File: config.mk
export PLATFORM = sky130hd
export DESIGN_NAME = flash_sample_reader_flat
export DESIGN_NICKNAME = d
export VERILOG_FILES = /design/src/rtl/flash_sample_reader_if.sv /design/src/rtl/flash_sample_reader.sv /design/src/flat_wrapper.sv
export SDC_FILE = /design/constraint.sdc
export NUM_CORES = 1
export LEC_CHECK = 0
export CAP_MARGIN = 20
export CORE_ASPECT_RATIO = 1.4
export CORE_MARGIN = 1.5
export CORE_UTILIZATION = 47
export DETAILED_ROUTE_END_ITERATION = 7
export PLACE_DENSITY = 0.8
export SYNTH_ARGS = -nofsm -noshare
export SYNTH_HDL_FRONTEND = slang
export SYNTH_SLANG_ARGS = --single-unit
File: constraint.sdc
create_clock -name clk -period 2.3 [get_ports clk]
set_input_delay 0.23 -clock clk [delete_from_list [all_inputs] [get_ports clk]]
set_output_delay 0.23 -clock clk [all_outputs]
set_load 0.03 [all_outputs]
File: src/rtl/flash_sample_reader_if.sv
// Avalon-MM read-only bus between flash_sample_reader and the flash.
// master drives the request, slave answers with stall and read data.
interface flash_sample_reader_if #(
  parameter int ADDR_WIDTH = 23,
  parameter int DATA_WIDTH = 32
);
  logic                  flash_read;
  logic [ADDR_WIDTH-1:0] flash_address;
  logic                  flash_waitrequest;
  logic [DATA_WIDTH-1:0] flash_readdata;
  logic                  flash_readdatavalid;

  modport master (
    output flash_read,
    output flash_address,
    input  flash_waitrequest,
    input  flash_readdata,
    input  flash_readdatavalid
  );

  modport slave (
    input  flash_read,
    input  flash_address,
    output flash_waitrequest,
    output flash_readdata,
    output flash_readdatavalid
  );
endinterface

File: src/rtl/flash_sample_reader.sv
// Reads one flash word per address and plays it out as two samples.
// Optional SAMPLE_UNDERRUN_EN adds a saturating dropped-tick counter.
module flash_sample_reader #(
  parameter int ADDR_WIDTH   = 23,
  parameter int DATA_WIDTH   = 32,
  parameter int SAMPLE_WIDTH = 16
) (
  input  logic                    clk,
  input  logic                    rst,
  input  logic                    enable,
  input  logic                    forward,
  input  logic                    sample_tick,
  input  logic [ADDR_WIDTH-1:0]   address,
  output logic                    addr_change,
  flash_sample_reader_if.master   flash,
  output logic [SAMPLE_WIDTH-1:0] sample_out,
  output logic                    sample_valid
`ifdef SAMPLE_UNDERRUN_EN
  ,
  output logic [15:0]             underrun_count
`endif
);

  typedef enum logic [2:0] {
    IDLE,
    REQ,
    WAIT_DATA,
    FIRST,
    SECOND,
    ADVANCE,
    SETTLE
  } state_e;

  state_e                  state_q, state_d;
  logic                    flash_read_q, flash_read_d;
  logic [ADDR_WIDTH-1:0]   flash_address_q, flash_address_d;
  logic                    dir_q, dir_d;
  logic [DATA_WIDTH-1:0]   word_q, word_d;
  logic [SAMPLE_WIDTH-1:0] sample_q, sample_d;
  logic                    sample_valid_q, sample_valid_d;
  logic                    addr_change_q, addr_change_d;

  logic                    tick_ok;
  logic                    enter_req;
  logic [SAMPLE_WIDTH-1:0] lo_half, hi_half;

  assign tick_ok = sample_tick & enable;
  assign lo_half = word_q[SAMPLE_WIDTH-1:0];
  assign hi_half = word_q[DATA_WIDTH-1 -: SAMPLE_WIDTH];

  always_ff @(posedge clk or negedge rst) begin
    if (!rst) begin
      state_q         <= IDLE;
      flash_read_q    <= 1'b0;
      flash_address_q <= '0;
      dir_q           <= 1'b0;
      word_q          <= '0;
      sample_q        <= '0;
      sample_valid_q  <= 1'b0;
      addr_change_q   <= 1'b0;
    end else begin
      state_q         <= state_d;
      flash_read_q    <= flash_read_d;
      flash_address_q <= flash_address_d;
      dir_q           <= dir_d;
      word_q          <= word_d;
      sample_q        <= sample_d;
      sample_valid_q  <= sample_valid_d;
      addr_change_q   <= addr_change_d;
    end
  end

  // REQ and WAIT_DATA ignore enable so a read is never abandoned mid-way.
  always_comb begin
    state_d = state_q;
    unique case (state_q)
      IDLE:      if (enable) state_d = REQ;
      REQ:       if (!flash.flash_waitrequest) state_d = WAIT_DATA;
      WAIT_DATA: if (flash.flash_readdatavalid) state_d = FIRST;
      FIRST:     if (tick_ok) state_d = SECOND;
      SECOND:    if (tick_ok) state_d = ADVANCE;
      ADVANCE:   state_d = SETTLE;
      SETTLE:    state_d = enable ? REQ : IDLE;
      default:   state_d = IDLE;
    endcase
  end

  assign enter_req = (state_d == REQ) && (state_q != REQ);

  always_comb begin
    flash_read_d    = flash_read_q;
    flash_address_d = flash_address_q;
    dir_d           = dir_q;
    word_d          = word_q;
    sample_d        = sample_q;
    sample_valid_d  = 1'b0;
    addr_change_d   = (state_d == ADVANCE);
    unique case (1'b1)
      enter_req: begin
        flash_read_d    = 1'b1;
        flash_address_d = address;
        dir_d           = forward;
      end
      (state_q == REQ) && !flash.flash_waitrequest:
        flash_read_d = 1'b0;
      (state_q == WAIT_DATA) && flash.flash_readdatavalid:
        word_d = flash.flash_readdata;
      (state_q == FIRST) && tick_ok: begin
        sample_d       = dir_q ? lo_half : hi_half;
        sample_valid_d = 1'b1;
      end
      (state_q == SECOND) && tick_ok: begin
        sample_d       = dir_q ? hi_half : lo_half;
        sample_valid_d = 1'b1;
      end
      default: ;
    endcase
  end

  assign flash.flash_read    = flash_read_q;
  assign flash.flash_address = flash_address_q;
  assign addr_change         = addr_change_q;
  assign sample_out          = sample_q;
  assign sample_valid        = sample_valid_q;

`ifdef SAMPLE_UNDERRUN_EN
  logic [15:0] underrun_q, underrun_d;
  logic        playing;

  assign playing = (state_q == FIRST) || (state_q == SECOND);

  always_comb begin
    underrun_d = underrun_q;
    if (tick_ok && !playing && (underrun_q != 16'hFFFF))
      underrun_d = underrun_q + 16'd1;
  end

  always_ff @(posedge clk or negedge rst) begin
    if (!rst) underrun_q <= '0;
    else      underrun_q <= underrun_d;
  end

  assign underrun_count = underrun_q;
`endif

endmodule

File: src/flat_wrapper.sv
// flat-port wrapper written by rule: the top's interface ports become plain ports
module flash_sample_reader_flat 
#(
  parameter int ADDR_WIDTH   = 23,
  parameter int DATA_WIDTH   = 32,
  parameter int SAMPLE_WIDTH = 16
)
  (clk, rst, enable, forward, sample_tick, address, addr_change, sample_out, sample_valid, flash_flash_read, flash_flash_address, flash_flash_waitrequest, flash_flash_readdata, flash_flash_readdatavalid);
  flash_sample_reader_if #(.ADDR_WIDTH(ADDR_WIDTH), .DATA_WIDTH(DATA_WIDTH)) flash_i ();
  input  logic clk;
  input  logic rst;
  input  logic enable;
  input  logic forward;
  input  logic sample_tick;
  input  logic [ADDR_WIDTH-1:0] address;
  output logic addr_change;
  output logic [SAMPLE_WIDTH-1:0] sample_out;
  output logic sample_valid;
  output wire logic [$bits(flash_i.flash_read)-1:0] flash_flash_read;
  output wire logic [$bits(flash_i.flash_address)-1:0] flash_flash_address;
  input wire logic [$bits(flash_i.flash_waitrequest)-1:0] flash_flash_waitrequest;
  input wire logic [$bits(flash_i.flash_readdata)-1:0] flash_flash_readdata;
  input wire logic [$bits(flash_i.flash_readdatavalid)-1:0] flash_flash_readdatavalid;
  assign flash_flash_read = flash_i.flash_read;
  assign flash_flash_address = flash_i.flash_address;
  assign flash_i.flash_waitrequest = flash_flash_waitrequest;
  assign flash_i.flash_readdata = flash_flash_readdata;
  assign flash_i.flash_readdatavalid = flash_flash_readdatavalid;
  flash_sample_reader #(.ADDR_WIDTH(ADDR_WIDTH), .DATA_WIDTH(DATA_WIDTH), .SAMPLE_WIDTH(SAMPLE_WIDTH)) u_core (.clk(clk), .rst(rst), .enable(enable), .forward(forward), .sample_tick(sample_tick), .address(address), .addr_change(addr_change), .flash(flash_i), .sample_out(sample_out), .sample_valid(sample_valid));
endmodule
# ---- Word-level counts from Yosys, hierarchy flattened
# Cells that the tools add are included.
dict set report totals {
  ff_bits 78
  latchBits 0
  ram_bits 0
  rom_bits 0
  in_bits 62
  output_inout_bits 42
  elab_cells 40
  mem_count 0
}
dict set report classes {
  n_addsub 0
  mul 0
  div 0
  magnitude_cmp 0
  eq_ne 9
  shifts 0
  n_mux 12
  n_bitwise 1
  reduce_logical 10
}
# operator count
set op_table {}
lappend op_table {{16-bit 2-to-1 mux} 2}
lappend op_table {{16-bit case mux with 2 select lines} 1}
lappend op_table {{3-bit case mux with 7 select lines} 1}
lappend op_table {{3-bit 2-to-1 mux} 5}
lappend op_table {{3-bit equality test, second input constant} 4}
lappend op_table {{3-bit by 1-bit equality test with 1-bit output, second input constant} 2}
lappend op_table {{3-bit by 2-bit equality test with 1-bit output, second input constant} 2}
lappend op_table {{1-bit logical AND} 5}
lappend op_table {{2-bit nonzero test} 2}
lappend op_table {{3-bit zero test} 1}
lappend op_table {{3-bit by 1-bit != test with 1-bit output, second input constant} 1}
lappend op_table {{1-bit 2-to-1 mux} 2}
lappend op_table {{1-bit case mux with 2 select lines} 1}
lappend op_table {{2-bit OR reduction} 1}
lappend op_table {{1-bit AND} 1}
lappend op_table {{1-bit zero test} 1}

# ---- Depth between registers and ports, before layout
# Gate-level depths: netlist of run 1.
dict set report depth {
  ltp_word 6
  ltp_mapped 6
  mapped_depth_nobuf 3
}

# ---- Worst setup path before layout of run 1
# Ideal clock, no wire load.
dict set report synth_path {
  path_type {register to register}
  start {register u_core.state_q[1]}
  end {register u_core.sample_q[6], in the netlist u_core.sample_out[6]}
  arrival_time_ns 1.573
  required_time_ns 2.167
  path_slack_ns 0.595
  path_stages_with_launch 6
  synth_period_minus_slack_ns 1.705
  cell_sequence {dfrtp_1 > buf_2 > or4b_1 > a21oi_2 > buf_6 > a221oi_1}
}
dict set report synth_via {
  elab_chain_cells 3
  word_cells_on_any_way 6
}
# element line_no
set synth_rtl {}
lappend synth_rtl {{from (decl)} flash_sample_reader.sv:34} ;# state_e state_q, state_d;
lappend synth_rtl {{from (signal assigned)} flash_sample_reader.sv:62} ;# state_q <= state_d;
lappend synth_rtl {{3-bit equality test / 3-bit by 2-bit equality test with 1-bit output (equally long branches)} {flash_sample_reader.sv:112, flash_sample_reader.sv:108}}
lappend synth_rtl {{1-bit logical AND, on equally long branches} {flash_sample_reader.sv:112, flash_sample_reader.sv:108}}
lappend synth_rtl {{16-bit case mux with 2 select lines / 2-bit nonzero test (equally long branches)} --}
lappend synth_rtl {{to (signal assigned)} flash_sample_reader.sv:67} ;# sample_q <= sample_d;
lappend synth_rtl {{to (decl)} flash_sample_reader.sv:39} ;# logic [SAMPLE_WIDTH-1:0] sample_q, sample_d;
# Several ways; a longest one is shown, not always the timed one.
# A chain may end at the register's enable or synchronous reset.

# ---- Worst setup path after layout of run 1
dict set report layout_path {
  start {register u_core.state_q[0]}
  end {register u_core.sample_q[0], in the netlist u_core.sample_out[0]}
}
# Same word-level chain as after synthesis.

==> results of run 1 <==
==> kinds of logic after synthesis <==
family                 share of synthesized area
DFF                                        0.578
muxes                                      0.187
buffers and inverters                     0.0763
AOI/OAI and AO/OA                          0.118
and+or+nand+nor                           0.0418
==> stage by stage <==
step / power (W) / worst slack [ns]
final: 0.00677 / 0.382
after global routing: 0.00715 / 0.216
after CTS: 0.00684 / 0.381
after detailed placement: 0.00549 / 0.377
after global placement: 0.00537 / 0.479
after floorplan: 0.00437 / 0.595
==> flip-flops by register name (all words and copies together) (netlist names) <==
signal                      flops
u_core.dir_q                    1
u_core.word_q                  32
u_core.state_q                  3
u_core.flash.flash_address     23
u_core.addr_change              1
u_core.sample_out              16
u_core.flash.flash_read         1
u_core.sample_valid             1
==> how the worst min path moves through the flow <==
stage	end	from	cells past startpoint	slack (ns)
floorplan	u_core.addr_change	rst	0	-0.07
global placement	u_core.word_q[12]	rst	2	0.28
detailed placement	u_core.flash.flash_address[15]	rst	2	0.28
CTS	u_core.word_q[24]	rst	3	0.45
global route	u_core.word_q[23]	flash_flash_readdata[23]	2	0.48
finish	u_core.flash.flash_address[15]	rst	3	0.43
==> cell type report <==
class | instances | area (um2) | share of cell area
clock buffers | 10 | 138 | 0.0288
clock inverters | 6 | 133 | 0.0278
inverters | 36 | 135 | 0.0283
multi-input cells | 119 | 1180 | 0.246
flip-flops and latches | 78 | 1950 | 0.409
well taps | 95 | 119 | 0.0249
repair buffers | 112 | 1120 | 0.235
==> power groups by stage <==
stage	registers, W	logic [W]	clock network (W)
after floorplan	0.00307	0.00130	0
after global placement	0.00246	0.00291	0
after detailed placement	0.00251	0.00298	0
after CTS	0.00249	0.00299	0.00137
after global routing	0.00258	0.00316	0.00141
final	0.00249	0.00295	0.00134
==> worst max-delay path: cells and delay by family, from the launching register on <==
kind / cells / cell delay, ns
AOI/OAI and AO/OA: 2 / 0.84
DFF: 1 / 0.54
and+or+nand+nor: 1 / 0.43
==> layer usage <==
metal	up-vias	part of all wire
met1	1124	0.39
li1	1096	-
met4	0	0.025
met5	-	0
met3	13	0.056
met2	81	0.53
==> cells in the final DEF, fill, tap and decap left out, types with 2 or more instances in the layout <==
cell / netlist / final
dfrtp_1: 78 / 78
clkbuf_8: 0 / 10
inv_1: 36 / 36
nor2_1: 3 / 3
mux2_2: 56 / 56
a211oi_1: 16 / 16
a21oi_1: 2 / 2
o21ai_0: 2 / 2
o21bai_1: 2 / 2
buf_12: 0 / 2
buf_4: 0 / 7
and4_1: 2 / 2
a221oi_1: 7 / 7
bufinv_16: 0 / 4
a221oi_2: 9 / 9
clkdlybuf4s50_1: 0 / 102
nand4bb_1: 2 / 2
==> repair_timing <==
action,4_1_cts,5_1_grt
endpoints found under the hold margin,78,0
hold buffers,1,0
setup endpoints to repair,0,0
==> out/results.ini, run 1 <==
[power_and_ir_drop]
p_sw_w = 0.00237
power_frac_seq = 0.367
sw_frac_of_total = 0.350
p_int_w = 0.00441
power_leakage_nw = 2.04
power_density_nw_per_um2 = 1420
comb_power_share = 0.436
peakVddDrop_mv = 0.709
clockPowerShare = 0.197

[timing]
timing.hold.ws_ns = 0.429
relSlewSlack = 0.488
hold_violations = 0
setup_viol = 0
max_clock_freq_mhz = 521
final.setup.tns_ns = 0
rsz0062_at_grt = false
finalCritPeriodShare = 0.834
period_minus_slack_ns = 1.92
tightestPinTransition_ns = 0.768
finClkSkew_ns = 0.00613
slew_viol_final = 0

[floorplan]
die_w_um = 74.7
core_area_um2 = 6980
die-area_um2 = 7720
start_util = 0.484
row_count = 36
io_pins = 104
die_h_um = 103

[setup_path]
r2r_start = u_core.state_q[0]
path_cells = or3b_1, a21o_1, a221oi_1
critical_path_class = flop to flop
r2r-end = u_core.sample_out[0]
startpoint_type = flop
required_ns = 2.54
crit_start = u_core.state_q[0]
path_max_fanout = 17
reg2regPathDepth = 3
crit_arrival_ns = 2.16
critPathSlowestCell = dfrtp_1
critPathMaxStageDelay_ns = 0.54
r2r_setup_slack_ns = 0.38
cp-end-kind = flop
endpoint = u_core.sample_out[0]

[cts]
clk_latency_ns = 0.35
numCtsBuffers = 9
cts_tree = built
post_cts_buffers = 0
cts_buffer_depth = 2
ctsRootBufferMaster = clkbuf_8
clkSinkCount = 78
path_clk_slew_ns = 0.07
htreeDepth = 3
cts_resized = 0

[final_layout]
utilization = 0.684
drive_gt1_frac = 0.258
n_fill_cell = 574
final_cell_area_um2 = 4780
antennaDiodeCount = 0
area_growth_pct = 41.3
nets = 418
stdcell_count = 456

[yosys]
ys_ff_latch = 78
synthDistinctLibCells = 35
synthArstFlopShare = 1.00
synth_nets = 313
synth_area_per_cell_um2 = 13.5
synth_most_common_cell = dfrtp_1
synth_top_cell_by_area = dfrtp_1
seq_area_frac_synth = 0.578
synthTopCellsByCount = 78 x dfrtp_1, 56 x mux2_2, 36 x inv_1
yosys.area.top_type_share = 0.578
synthTopCellsByArea = dfrtp_1 58%, mux2_2 19%, a221oi_2 4.0%
synth_edf_count = 0
synthFlopType = dfrtp_1
syn_area_um2 = 3380
ys_warn_count = 0
syn_inst = 251

[detailed_routing]
antenna_left = 0
drt_iter0_drc = 68
drt_wl_total_um = 7070
drc = 0
drt_first_pass_iters = 4
vias = 2314
viasPerCell = 5.07
wl_per_cell_um = 15.5

[place]
dpl.hpwl_um = 4990
place_congestion = 0.927
dpl_cell_area_um2 = 4500
port_buffers = 103
placedCellCount = 439

[global_route]
grt_pass1_vias = 2447
antenna_found_initial = 0
grt_max_degree = 79
met3_usage = 0.0378
grt_remaining_overflow = 0
busiest_layer = met2
grt_use_met2 = 0.359
grt_pass1_wl_um = 11400
met1_usage = 0.220
track_usage = 0.199

[outcome]
outcome = finished, final reports clean

[min_path]
min_path_type = input port to asynchronous set/reset pin

[run]
maxCapViolCount = 0

No activity file was read; power rests on OpenSTA's default activity.
==> run 2, diff against run 1 <==
Settings changed: CORE_UTILIZATION 47 to 42, PLACE_DENSITY 0.8 to 0.76.
Clock period 2.3 ns to 1.6 ns, I/O delays scaled along.
==> run 2 against run 1 <==
The run now ends with negative setup slack left. Clock power up 25%. Cell count is 7.5% higher. Total power is 63% higher. Flip-flop and latch count is the same. Global-route usage is 1.0 points lower. Worst setup slack got worse by 0.40 ns. Maximum frequency increased by 19%. Sequential power up 46%. Clock-buffer cell count rose by 3. Cell area grew 14%. Utilization increased by 1.7 points. Largest cell class unchanged. Highest routed layer unchanged.
==> out/results.ini, run 2 (synthesis gave the netlist of run 1 again) <==
[global_route]
grt_pass1_wl_um = 12100
antenna_found_initial = 0
grt_pass1_vias = 2458
grt_remaining_overflow = 0
grt_max_degree = 43
track_usage = 0.189

[cts]
cts_tree = built
numCtsBuffers = 9
htreeDepth = 3
ctsRootBufferMaster = clkbuf_8
cts_buffer_depth = 2
clk_latency_ns = 0.34
clkSinkCount = 78
path_clk_slew_ns = 0.08

[run]
maxCapViolCount = 0

[timing]
slew_viol_final = 0
period_minus_slack_ns = 1.62
finalCritPeriodShare = 1.01
hold_violations = 0
rsz0062_at_grt = true
max_clock_freq_mhz = 618
finClkSkew_ns = 0.00620
relSlewSlack = 0.781
tightestPinTransition_ns = 0.328
setup_viol = 22
final.setup.worst_slack_ns = -0.0172

[place]
port_buffers = 103
place_congestion = 0.851
placedCellCount = 459
post-place-ws_ns = -0.0917
dpl.hpwl_um = 5270

[power_and_ir_drop]
total_power_w = 0.0111
power_density_nw_per_um2 = 2020
power_frac_seq = 0.328
sw_frac_of_total = 0.353
p_int_w = 0.00715
peakVddDrop_mv = 1.28
power_leakage_nw = 2.40
comb_power_share = 0.520
p_sw_w = 0.00390
clockPowerShare = 0.152

[final_layout]
antennaDiodeCount = 0
area_growth_pct = 61.8
nets = 447
most-common-layout-cells = 101 x clkdlybuf4s50_1, 76 x dfrtp_1, 48 x mux2_4
largest_register_ffs = 32
drive_gt1_frac = 0.379
final_common_cell = clkdlybuf4s50_1
stdcell_count = 490
n_fill_cell = 541
largest_register = u_core.word_q

[floorplan]
io_pins = 104
start_util = 0.433
die_w_um = 78.8
die-area_um2 = 8600
core_area_um2 = 7800
die_h_um = 109
row_count = 38

[setup_path]
path_max_fanout = 8
cp-end-kind = flop
startpoint_type = flop
required_ns = 1.83
critical_path_class = flop to flop
crit_path_frequent_cell = buf_12
path_cells = nand2b_4, nor3b_4, buf_12, buf_12, mux2_2
critPathMaxStageDelay_ns = 0.45
crit_arrival_ns = 1.85
critPathSlowestCell = dfrtp_2

[outcome]
violations = negative setup slack
outcome = complete, but fails checks

[detailed_routing]
drc = 0
drt_wl_total_um = 8750
antenna_left = 0
drt_first_pass_iters = 4
wl_per_cell_um = 17.8
vias = 2519
viasPerCell = 5.14
drt_iter0_drc = 124

[min_path]
min_path_type = input port to asynchronous set/reset pin

-- run 2: cell count changes in the layout (fill, tap and decap cells not counted), sizes merged --
| cell | before | now |
|---|---|---|
| buf | 9 | 34 |
| clkbuf | 10 | 17 |
| bufinv | 4 | 2 |
| clkdlybuf4s50 | 102 | 101 |
| clkinvlp | 1 | 0 |
| dlymetal6s2s | 0 | 1 |
-- run 2: layout make-up --
class | count | area, um2 | share of cell area
clock buffers | 13 | 169 | 0.0309
clock inverters | 3 | 65.1 | 0.0119
inverters | 36 | 135 | 0.0247
multi-input cells | 119 | 1510 | 0.277
flip-flops and latches | 78 | 1950 | 0.358
well taps | 100 | 125 | 0.0229
repair buffers | 141 | 1500 | 0.275
-- run 2: critical path, delay by kind of cell (launching register included) --
| kind | cells | cell delay, ns |
|---|---|---|
| flops | 1 | 0.45 |
| simple gates | 2 | 0.42 |
| mux | 1 | 0.34 |
| buf+inv | 2 | 0.31 |
-- run 2: power by group through the flow --
| stage | sequential, W | clock [W] | combinational, W |
|---|---|---|---|
| after floorplan | 0.00441 | 0 | 0.00193 |
| after global placement | 0.00350 | 0 | 0.00450 |
| after detailed placement | 0.00354 | 0 | 0.00460 |
| after CTS | 0.00351 | 0.00172 | 0.00480 |
| after global routing | 0.00372 | 0.00180 | 0.00607 |
| final | 0.00363 | 0.00168 | 0.00576 |
-- run 2: worst paths after layout --
check                      depth (start not counted)  slack (ns)                              to                           start
max in group asynchronous                          3        0.82               u_core.state_q[1]                             rst
min in group clk                                   2        0.42                u_core.word_q[5]         flash_flash_readdata[5]
max reg2reg                                        5       -0.02               u_core.word_q[20]               u_core.state_q[2]
min                                                2        0.20               u_core.state_q[0]                             rst
min reg2reg                                        1        0.51  u_core.flash.flash_address[19]  u_core.flash.flash_address[19]
max                                                5       -0.02               u_core.word_q[20]               u_core.state_q[2]
-- run 2: timing repair --
action / in CTS / in global routing
setup buffers: 5 / 3
endpoints found under the hold margin: 78 / 0
endpoints found under the setup margin: 72 / 73
pin swaps: 2 / 5
gates cloned: 1 / 5
gates resized for setup: 7 / 75
hold buffers: 1 / 0
-- run 2: stage by stage --
stage	util	cell area (um2)	hold slack (ns)	setup TNS [ns]
6_report	0.701	5470	0.198	-0.206
5_1_grt	0.701	5470	0.203	-1.89
4_1_cts	0.644	5020	0.181	-0.0481
3_5_place_dp	0.600	4680	0.0205	-3.91
3_3_place_gp	0.600	4680	0.0205	-0.949
2_1_floorplan	-	3400	-0.136	-0.318
-- run 2: routing by layer --
layer	global-route usage	routed length (um)	vias to the layer above
met5	0	0	-
met4	0.109	308	0
met3	0.0410	470	20
met2	0.329	4490	99
met1	0.212	3480	1241
li1	-	-	1159
==> run 3, diff against run 2 <==
Settings changed: GPL_TIMING_DRIVEN from default to 0.
==> run 3 against run 2 <==
The run still ends with negative setup slack left. Utilization is 4.7 points lower. Global-route usage is 0.13 points lower. Worst setup slack worse by 0.11 ns. Cell area is 6.7% lower. Non-clock buffer count is 3 lower. Die area stayed put. Routed wire length is 13% lower. Critical path depth is 1 higher. Register-to-register slack worse by 0.11 ns. Clock skew is 0.0035 ns higher. Total power is 8.9% lower. Critical path type unchanged. Critical endpoint is now u_core.sample_out[15]. Largest cell class unchanged.
==> out/results.ini, run 3 (synthesis gave the netlist of run 1 again) <==
[outcome]
outcome = complete, but fails checks
violations = negative setup slack

[detailed_routing]
drt_iter0_drc = 80
wl_per_cell_um = 15.7
drc = 0
antenna_left = 0
vias = 2489
drt_wl_total_um = 7650
viasPerCell = 5.11
drt_first_pass_iters = 4

[setup_path]
required_ns = 1.85
endpoint = u_core.sample_out[15]
crit_start = u_core.state_q[1]
path_max_fanout = 10
r2r_setup_slack_ns = -0.13
r2r_start = u_core.state_q[1]
cp-end-kind = flop
critical_path_class = flop to flop
crit_arrival_ns = 1.98
startpoint_type = flop
reg2regPathDepth = 6
r2r-end = u_core.sample_out[15]

[floorplan]
start_util = 0.433
die-area_um2 = 8600
die_h_um = 109
io_pins = 104
die_w_um = 78.8
row_count = 38
core_area_um2 = 7800

[cts]
clk_latency_ns = 0.35
cts_tree = built
ctsRootBufferMaster = clkbuf_8
cts_buffer_depth = 2
path_clk_slew_ns = 0.07
clkSinkCount = 78
htreeDepth = 3
numCtsBuffers = 9

[final_layout]
drive_gt1_frac = 0.326
area_growth_pct = 51.0
final_common_cell = clkdlybuf4s50_1
utilization = 0.654
largest_register = u_core.word_q
final_cell_area_um2 = 5100
n_fill_cell = 613
nets = 444
antennaDiodeCount = 0
stdcell_count = 487
most-common-layout-cells = 101 x clkdlybuf4s50_1, 76 x dfrtp_1, 56 x mux2_2
largest_register_ffs = 32

[min_path]
min_path_type = input port to asynchronous set/reset pin

[global_route]
grt_pass1_wl_um = 12100
grt_max_degree = 48
grt_pass1_vias = 2520
track_usage = 0.188
grt_remaining_overflow = 0
antenna_found_initial = 0

[place]
post-place-ws_ns = -0.520
placedCellCount = 455
dpl.hpwl_um = 5170
port_buffers = 103
dpl_cell_area_um2 = 4580
place_congestion = 0.847

[run]
maxCapViolCount = 0

[timing]
finalCritPeriodShare = 1.08
relSlewSlack = 0.634
rsz0062_at_grt = true
final.setup.worst_slack_ns = -0.131
period_minus_slack_ns = 1.73
tightestPinTransition_ns = 0.550
hold_violations = 0
finClkSkew_ns = 0.00974
slew_viol_final = 0
max_clock_freq_mhz = 578
setup_viol = 40

[power_and_ir_drop]
power_density_nw_per_um2 = 1970
peakVddDrop_mv = 1.06
power_leakage_nw = 2.19

[run 3: cell count changes in the layout (fill, tap and decap cells not counted), moves of 8 or more]
| cell | previous run | this run |
|---|---|---|
| mux2_2 | 8 | 56 |
| a211oi_2 | 12 | 1 |
| buf_6 | 2 | 10 |
| buf_4 | 24 | 10 |
| mux2_4 | 48 | 0 |
| a211oi_1 | 2 | 15 |
[run 3: layout make-up]
| cell class | count | area (um2) | area share |
|---|---|---|---|
| plain buffers | 17 | 200 | 0.0392 |
| clock buffers | 14 | 183 | 0.0358 |
| clock inverters | 2 | 37.5 | 0.00736 |
| inverters | 36 | 135 | 0.0265 |
| multi-input cells | 119 | 1220 | 0.239 |
| flip-flops and latches | 78 | 1950 | 0.383 |
| well taps | 100 | 125 | 0.0245 |
| repair buffers | 121 | 1250 | 0.244 |
[run 3: worst max-delay path, stage by stage (launching register included)]
cell and delay [ns]:
dfrtp_1 0.42, buf_6 0.15, or3b_4 0.36, a21o_1 0.17, buf_6 0.13, buf_12 0.14
a221oi_2 0.26
[run 3: timing repair]
item,4_1_cts,5_1_grt
hold buffers,1,0
pin swaps,4,4
cloned,3,0
hold endpoints to repair,31,0
buffers inserted,11,2
resized for setup,20,24
endpoints found under the setup margin,67,73
[run 3: stage by stage]
| stage | power (W) | setup TNS [ns] | hold slack, ns |
|---|---|---|---|
| detailed placement | 0.00800 | -16.93 | 0.130 |
| global route | 0.0106 | -4.91 | 0.319 |
| finish | 0.0101 | -2.44 | 0.289 |
| CTS | 0.00994 | -3.44 | 0.292 |
| floorplan | 0.00634 | -0.318 | -0.136 |
| global placement | 0.00784 | -194.67 | 0.487 |
[run 3: worst min path at each step]
stage	slack (ns)	cells past startpoint	from	to
CTS	0.29	2	rst	u_core.flash.flash_address[3]
global route	0.32	2	rst	u_core.flash.flash_address[3]
detailed placement	0.13	1	rst	u_core.flash.flash_address[3]
finish	0.29	2	rst	u_core.flash.flash_address[3]
global placement	0.49	1	u_core.flash.flash_address[9]	u_core.flash.flash_address[9]
floorplan	-0.14	0	rst	u_core.addr_change
[run 3: per-layer routing]
layer | track usage | share of wire | vias up | wire, um
li1 | - | - | 1147 | -
met1 | 0.217 | 0.40 | 1227 | 3050
met2 | 0.327 | 0.52 | 97 | 3960
met3 | 0.0318 | 0.056 | 18 | 427
met4 | 0.108 | 0.028 | 0 | 214
met5 | 0 | 0 | - | 0
[run 3: power by group]
part,internal (W),switching (W)
Clock,0.000893,0.000691
Sequential,0.00295,0.000544
Combinational,0.00265,0.00235
